==> config.mk <==
export PLATFORM = sky130hd
export DESIGN_NAME = commit_trace_buffer
export DESIGN_NICKNAME = d
export VERILOG_FILES = /design/src/rtl/commit_trace_buffer.sv
export SDC_FILE = /design/constraint.sdc
export NUM_CORES = 2
export LEC_CHECK = 0
export ABC_CLOCK_PERIOD_IN_PS = 24700
export BUFFER_PORTS_ARGS = -buffer_cell sky130_fd_sc_hd__buf_2
export CAP_MARGIN = 20
export CORE_AREA = 4 4 375 377
export DETAILED_ROUTE_END_ITERATION = 7
export DIE_AREA = 0 0 379 381
export PLACE_DENSITY = 0.77
export REMOVE_ABC_BUFFERS = 1
export SYNTH_ARGS = -nofsm -noshare
export SYNTH_HDL_FRONTEND = slang
export SYNTH_SLANG_ARGS = --single-unit
==> constraint.sdc <==
create_clock -name clk -period 24.7 [get_ports clk]
set_clock_uncertainty 0.2 [all_clocks]
set_input_delay 2.47 -clock clk [delete_from_list [all_inputs] [get_ports clk]]
set_output_delay 2.47 -clock clk [all_outputs]
set_load 0.02 [all_outputs]
==> src/rtl/commit_trace_buffer.sv <==
// Commit-event capture stage for the RV32I datapath: stamps register-writeback and
// store commits with PC and cycle count, buffers them in a FWFT FIFO drained over valid/ready.
module commit_trace_buffer #(
    parameter int DEPTH      = 16,
    parameter int MAX_CYCLES = 2000,
    parameter bit FILTER_X0  = 1'b1
) (
    input  logic                     clk,
    input  logic                     reset,
    input  logic                     trace_en,
    input  logic                     reg_we,
    input  logic [4:0]               reg_idx,
    input  logic [31:0]              reg_wdata,
    input  logic                     mem_we,
    input  logic [31:0]              mem_addr,
    input  logic [31:0]              mem_wdata,
    input  logic [31:0]              pc,
    output logic                     out_valid,
    input  logic                     out_ready,
    output logic                     out_type,
    output logic [31:0]              out_pc,
    output logic [31:0]              out_tag,
    output logic [31:0]              out_data,
    output logic [31:0]              out_cycle,
    output logic [$clog2(DEPTH):0]   level,
    output logic [15:0]              dropped,
    output logic                     overflow,
    output logic                     both_err,
    output logic                     timeout
);
    localparam int AW = $clog2(DEPTH);
    localparam int LW = AW + 1;
    localparam int EW = 129;
    localparam logic [LW-1:0] FULL_LVL = LW'(DEPTH);

    // Entry layout: {type, pc, tag, data, cycle}
    logic [EW-1:0] mem_q [DEPTH];

    logic [AW-1:0] wr_ptr_q, wr_ptr_d;
    logic [AW-1:0] rd_ptr_q, rd_ptr_d;
    logic [LW-1:0] level_q, level_d;
    logic [15:0]   dropped_q, dropped_d;
    logic [31:0]   cycle_q, cycle_d;
    logic          overflow_q, overflow_d;
    logic          both_err_q, both_err_d;
    logic          timeout_q, timeout_d;

    logic          reg_evt, mem_evt, push_req, pop, push_ok;
    logic [EW-1:0] push_entry;
    logic [EW-1:0] head_entry;

    always_comb begin
        reg_evt  = trace_en && reg_we && !(FILTER_X0 && (reg_idx == 5'd0));
        mem_evt  = trace_en && mem_we;
        push_req = reg_evt || mem_evt;
        pop      = (level_q != '0) && out_ready;
        // A full FIFO still accepts when the head leaves on the same edge
        push_ok  = push_req && ((level_q != FULL_LVL) || pop);

        // REG wins a simultaneous commit; the store is discarded without counting as a drop
        if (reg_evt) begin
            push_entry = {1'b0, pc, {27'd0, reg_idx}, reg_wdata, cycle_q};
        end else begin
            push_entry = {1'b1, pc, mem_addr, mem_wdata, cycle_q};
        end

        wr_ptr_d = push_ok ? wr_ptr_q + AW'(1) : wr_ptr_q;
        rd_ptr_d = pop ? rd_ptr_q + AW'(1) : rd_ptr_q;

        level_d = level_q;
        if (push_ok && !pop) begin
            level_d = level_q + LW'(1);
        end else if (!push_ok && pop) begin
            level_d = level_q - LW'(1);
        end

        dropped_d  = dropped_q;
        overflow_d = overflow_q;
        if (push_req && !push_ok) begin
            overflow_d = 1'b1;
            if (dropped_q != 16'hFFFF) begin
                dropped_d = dropped_q + 16'd1;
            end
        end

        both_err_d = both_err_q || (trace_en && reg_we && mem_we);
        timeout_d  = timeout_q || (cycle_q == 32'(MAX_CYCLES));
        cycle_d    = (cycle_q == 32'hFFFF_FFFF) ? cycle_q : cycle_q + 32'd1;
    end

    always_ff @(posedge clk) begin
        if (!reset) begin
            wr_ptr_q   <= '0;
            rd_ptr_q   <= '0;
            level_q    <= '0;
            dropped_q  <= '0;
            cycle_q    <= '0;
            overflow_q <= 1'b0;
            both_err_q <= 1'b0;
            timeout_q  <= 1'b0;
        end else begin
            wr_ptr_q   <= wr_ptr_d;
            rd_ptr_q   <= rd_ptr_d;
            level_q    <= level_d;
            dropped_q  <= dropped_d;
            cycle_q    <= cycle_d;
            overflow_q <= overflow_d;
            both_err_q <= both_err_d;
            timeout_q  <= timeout_d;
        end
    end

    always_ff @(posedge clk) begin
        if (reset && push_ok) begin
            mem_q[wr_ptr_q] <= push_entry;
        end
    end

    // Head is forced to zero when empty so stale storage never shows on the port
    always_comb begin
        head_entry = mem_q[rd_ptr_q];
        out_valid  = (level_q != '0);
        {out_type, out_pc, out_tag, out_data, out_cycle} = out_valid ? head_entry : '0;
    end

    assign level    = level_q;
    assign dropped  = dropped_q;
    assign overflow = overflow_q;
    assign both_err = both_err_q;
    assign timeout  = timeout_q;

endmodule

---- Yosys cells after proc, flatten, opt, wreduce, memory -nomap -nowiden ----
Memory sizes are Yosys's and may differ from the RTL's. A register that Yosys moved wholly into a read port is not among the register bits.
Index checks and enable logic that the tools add are counted.
word-level totals
  register bits ........................... 64
  bits in writable memories ............... 2064
  bits of input ports ..................... 139
  output and inout bits ................... 154
  logic and storage cells ................. 48
  memories kept ........................... 1
memory list
  memory  depth  width  read ports  clocked after Yosys merged registers in  wr ports  RTL line  text
  mem_q   16     129    1           1                                        1         37        logic [EW-1:0] mem_q [DEPTH];
operators by class
  add/sub/neg operators ................... 6
  eq/ne operators ......................... 4
  muxes and demuxes ....................... 8
  reduce and logical (&&, ||, !) cells .... 21
operator list
  operator                                                                 count
  129-bit 2-to-1 mux                                                       2
  32-bit by 1-bit adder with 32-bit output, second input constant          1
  32-bit by 11-bit equality test with 1-bit output, second input constant  1
  32-bit equality test, second input constant                              1
  16-bit by 1-bit adder with 16-bit output, second input constant          1
  16-bit inequality test, second input constant                            1
  1-bit logical AND                                                        10
  5-bit 2-to-1 mux                                                         2
  4-bit by 1-bit adder with 4-bit output, second input constant            2
  4-bit 2-to-1 mux                                                         2
  5-bit by 1-bit adder with 5-bit output, second input constant            1
  5-bit zero test                                                          1
  5-bit inequality test, second input constant                             1
  5-bit nonzero test                                                       1
  5-bit by 1-bit subtractor with 5-bit output, second input constant       1
  1-bit logical OR                                                         4
  1-bit zero test                                                          3
  1-bit 2-to-1 mux                                                         2
  2-bit AND reduction                                                      1
  2-bit nonzero test                                                       1

---- Logic depth before layout (Yosys ltp) ----
  depth after elaboration ................. 9
  mapped depth ............................ 12
  mapped depth without buffers ............ 11

---- Worst setup path after synthesis ----
No wires, ideal clock.
  kind .................................... input to register
  start point ............................. input out_ready
  end point ............................... memory mem_q[0][0] (enable)
  library setup time ...................... 0.775 ns
  arrival ................................. 12.042 ns
  data required time ...................... 23.725 ns
  path slack .............................. 11.684 ns
  stages on the path ...................... 6
  path buffers ............................ 1
  cell sequence ........................... nor2b_1 and2_1 buf_2 nor2_1 nand3_1 nor3_1
between the ends
  longest elaborated chain between the ends .. 6
ends and longest elaborated chain
  item                                    RTL line  text
  from (decl)                             19        input logic out_ready,
  1-bit logical AND                       56        pop = (level_q != '0) && out_ready;
  1-bit logical OR                        58        push_ok = push_req && ((level_q != FULL_LVL) || pop);
  1-bit logical AND                       58
  1-bit logical AND                       114       if (reset && push_ok) begin
  1-bit 2-to-1 mux                        114
  1-bit 2-to-1 mux (implied by the code)  115       mem_q[wr_ptr_q] <= push_entry;
  to (decl)                               37
Every way passes these cells.

==> summary.txt <==
Die
  • Initial Utilization: 59.7%
  • # rows: 136
  • Die Area: 144000 µm²
  • Ports: 293
  • Die Width: 379 µm
  • Die H: 381 µm
  • Core area: 137000 µm²

Status
  • Status: finished, final reports clean

CTS
  • Clock slew at reported path FFs: 60 ps
  • Num CTS Buffers: 205
  • Clock latency reported for the late side of the worst-skew pair: 800 ps
  • Sink Count: 2132
  • Cts repair resizes: 0
  • Clock root buffer master: clkbuf_16
  • Setup Buffers After CTS: 0
  • CTS Hold Bufs: 0
  • H-tree depth: 4
  • Clk buf depth: 3
  • CTS tree: yes

Placed design
  • Placer congestion estimate: 0.785
  • IO buf count: 292
  • Dpl hpwl: 83700 µm

Route
  • Initial DRC count: 5038
  • Vias per cell: 6.57
  • Avg WL per Cell: 30.5 µm
  • Drt total wl: 182000 µm
  • DRT antenna net count: 0
  • Total number of vias: 39300
  • DR pass1 iterations: 5
  • DRC viols: 0

Layout
  • FILL cells: 8402
  • Share of cells above drive strength 1: 29.1%
  • Area Overhead vs Synth: 12.5%
  • NumNets Final: 4162

Min path
  • Hold path startpoint: overflow
  • Hold Crit Class: register to register

Logic synthesis
  • Post-synth EDFFs: 2064
  • Ys Warns: 0
  • Top-area cell type share of the netlist area: 75.6%
  • Post-synth top area cell: edfxtp_1
  • Most frequent cell after synthesis: edfxtp_1
  • Flip-flop and latch count after synthesis: 2132
  • Syn Area/Cell: 22.5 µm²
  • Post-synthesis sequential area ratio: 77.3%
  • Post-synth top flop: edfxtp_1
  • Synth top area cells: edfxtp_1, mux4_2, mux2i_1
  • Synth Instances: 3646
  • Most common library cells after synthesis: edfxtp_1, mux4_2, mux2i_1
  • Cell Area, Synth: 81900 µm²
  • Async SR Flop Fraction: 0%
  • Cell variety after synth: 57

GRT
  • Largest net degree at the start of global routing: 180
  • Global route overflow: 0
  • Initial antenna violation count: 10
  • First-pass GRT wire length: 269000 µm
  • All-layer global routing usage: 25.6%
  • Vias in the first global route: 40300

Setup path
  • Worst-path maximum fanout: 50
  • Worst path required time: 22030 ps
  • Crit end category: primary output
  • Startpoint Class: register
  • Flop2flop setup slack: 19720 ps
  • Crit path arrival time: 6390 ps
  • Critical path class: register to primary output
  • Beginning of the worst register-to-register path: level[0]

STA
  • Slew Viols, Final: 0
  • RSZ-0062 raised after global routing: no
  • Crit path time final: 9060 ps
  • Hold Vio Cnt, Final: 0
  • Period utilization: 36.7%
  • Worst-Margin Slew: 1170 ps
  • Fmax: 110 MHz
  • Slew headroom: 22.1%
  • Sum of negative setup slack: 0 ps
  • Setup Viol. Count Final: 0

Pwr
  • Leakage: 28.5 nW
  • Pwr dens: 97.1 nW/µm²
  • Pwr Total: 0.00895 W
  • Worst VDD drop: 0.0000854 V

Job
  • Max-capacitance violation count: 0
[final timing paths]
check,end,depth (start not counted)
hold / removal,overflow,2
setup reg to reg,mem_q[9][88],8
hold reg to reg,overflow,2
setup / recovery,out_pc[15],8
[power by group]
part	internal (W)	leakage, nW	switching, W
registers	0.00400	19.4	0.0000433
logic	0.000856	5.87	0.00103
clock network	0.00174	3.19	0.00128
[worst max-delay path, cell delays in order, from the launching register on]
cell and delay (ps):
dfxtp_4 850, buf_4 750, buf_4 790, buf_4 880, buf_4 880, mux4_2 600, mux2i_1 190, o22ai_1 150
buf_2 240
[state kept, by name, indices dropped and copies added (netlist names), named ones only]
name      cells
both_err      1
cycle_q      32
dropped      16
level         5
mem_q      2064
overflow      1
rd_ptr_q      4
timeout       1
wr_ptr_q      4
[area by class of cell]
| type | instances | area, µm² | share of cell area, % |
|---|---|---|---|
| Antenna cell | 8 | 20.0 | 0.0217 |
| Clock buffer | 257 | 5480 | 5.95 |
| Clock inverter | 119 | 1010 | 1.10 |
| Inverter | 9 | 33.8 | 0.0366 |
| Multi-Input combinational cell | 1311 | 17900 | 19.4 |
| Sequential cell | 2132 | 63400 | 68.7 |
| Tap cell | 1794 | 2240 | 2.43 |
| Timing Repair Buffer | 351 | 2160 | 2.34 |
[metal layers]
layer	wire, µm	global-route usage (%)
met1	72800	38.0
met2	88700	39.8
met3	18000	6.06
met4	2810	5.68
met5	27	0
[cells by family after synthesis]
family	share of synthesized area [%]
mux	17.9
compound gates	1.58
buf+inv	1.02
xor+xnor	0.299
simple gates	1.65
fa+ha+maj	0.208
flops	77.3
[through the flow]
stage	util, %	instance area (µm²)	std cells	hold slack, ps	setup slack (ps)
after CTS	67.2	92100	5971	290	15370
after floorplan	-	81100	3452	259	-904
after global placement	62.4	85600	5594	250	16330
after detailed placement	62.4	85600	5595	272	16280
after global routing	67.2	92200	5975	325	14880
final	67.2	92200	5981	288	15640
[cell usage in the layout, fill, tap and decap left out, types with 13 or more instances in the layout]
master and count:
a21oi_1 26, edfxtp_1 2064, buf_4 40, bufinv_16 17, buf_12 17, or3_1 13
clkinv_1 49, nand3_1 30, clkinv_2 40, mux2i_1 267, clkbuf_16 212, mux4_2 516
nor2b_1 28, dfxtp_1 65, nand4_1 20, nor2_1 41, clkbuf_1 44, xnor2_1 16
nand2_1 33, mux2_2 36, o22ai_1 129, buf_2 292
No activity file was read; power rests on OpenSTA's default activity.
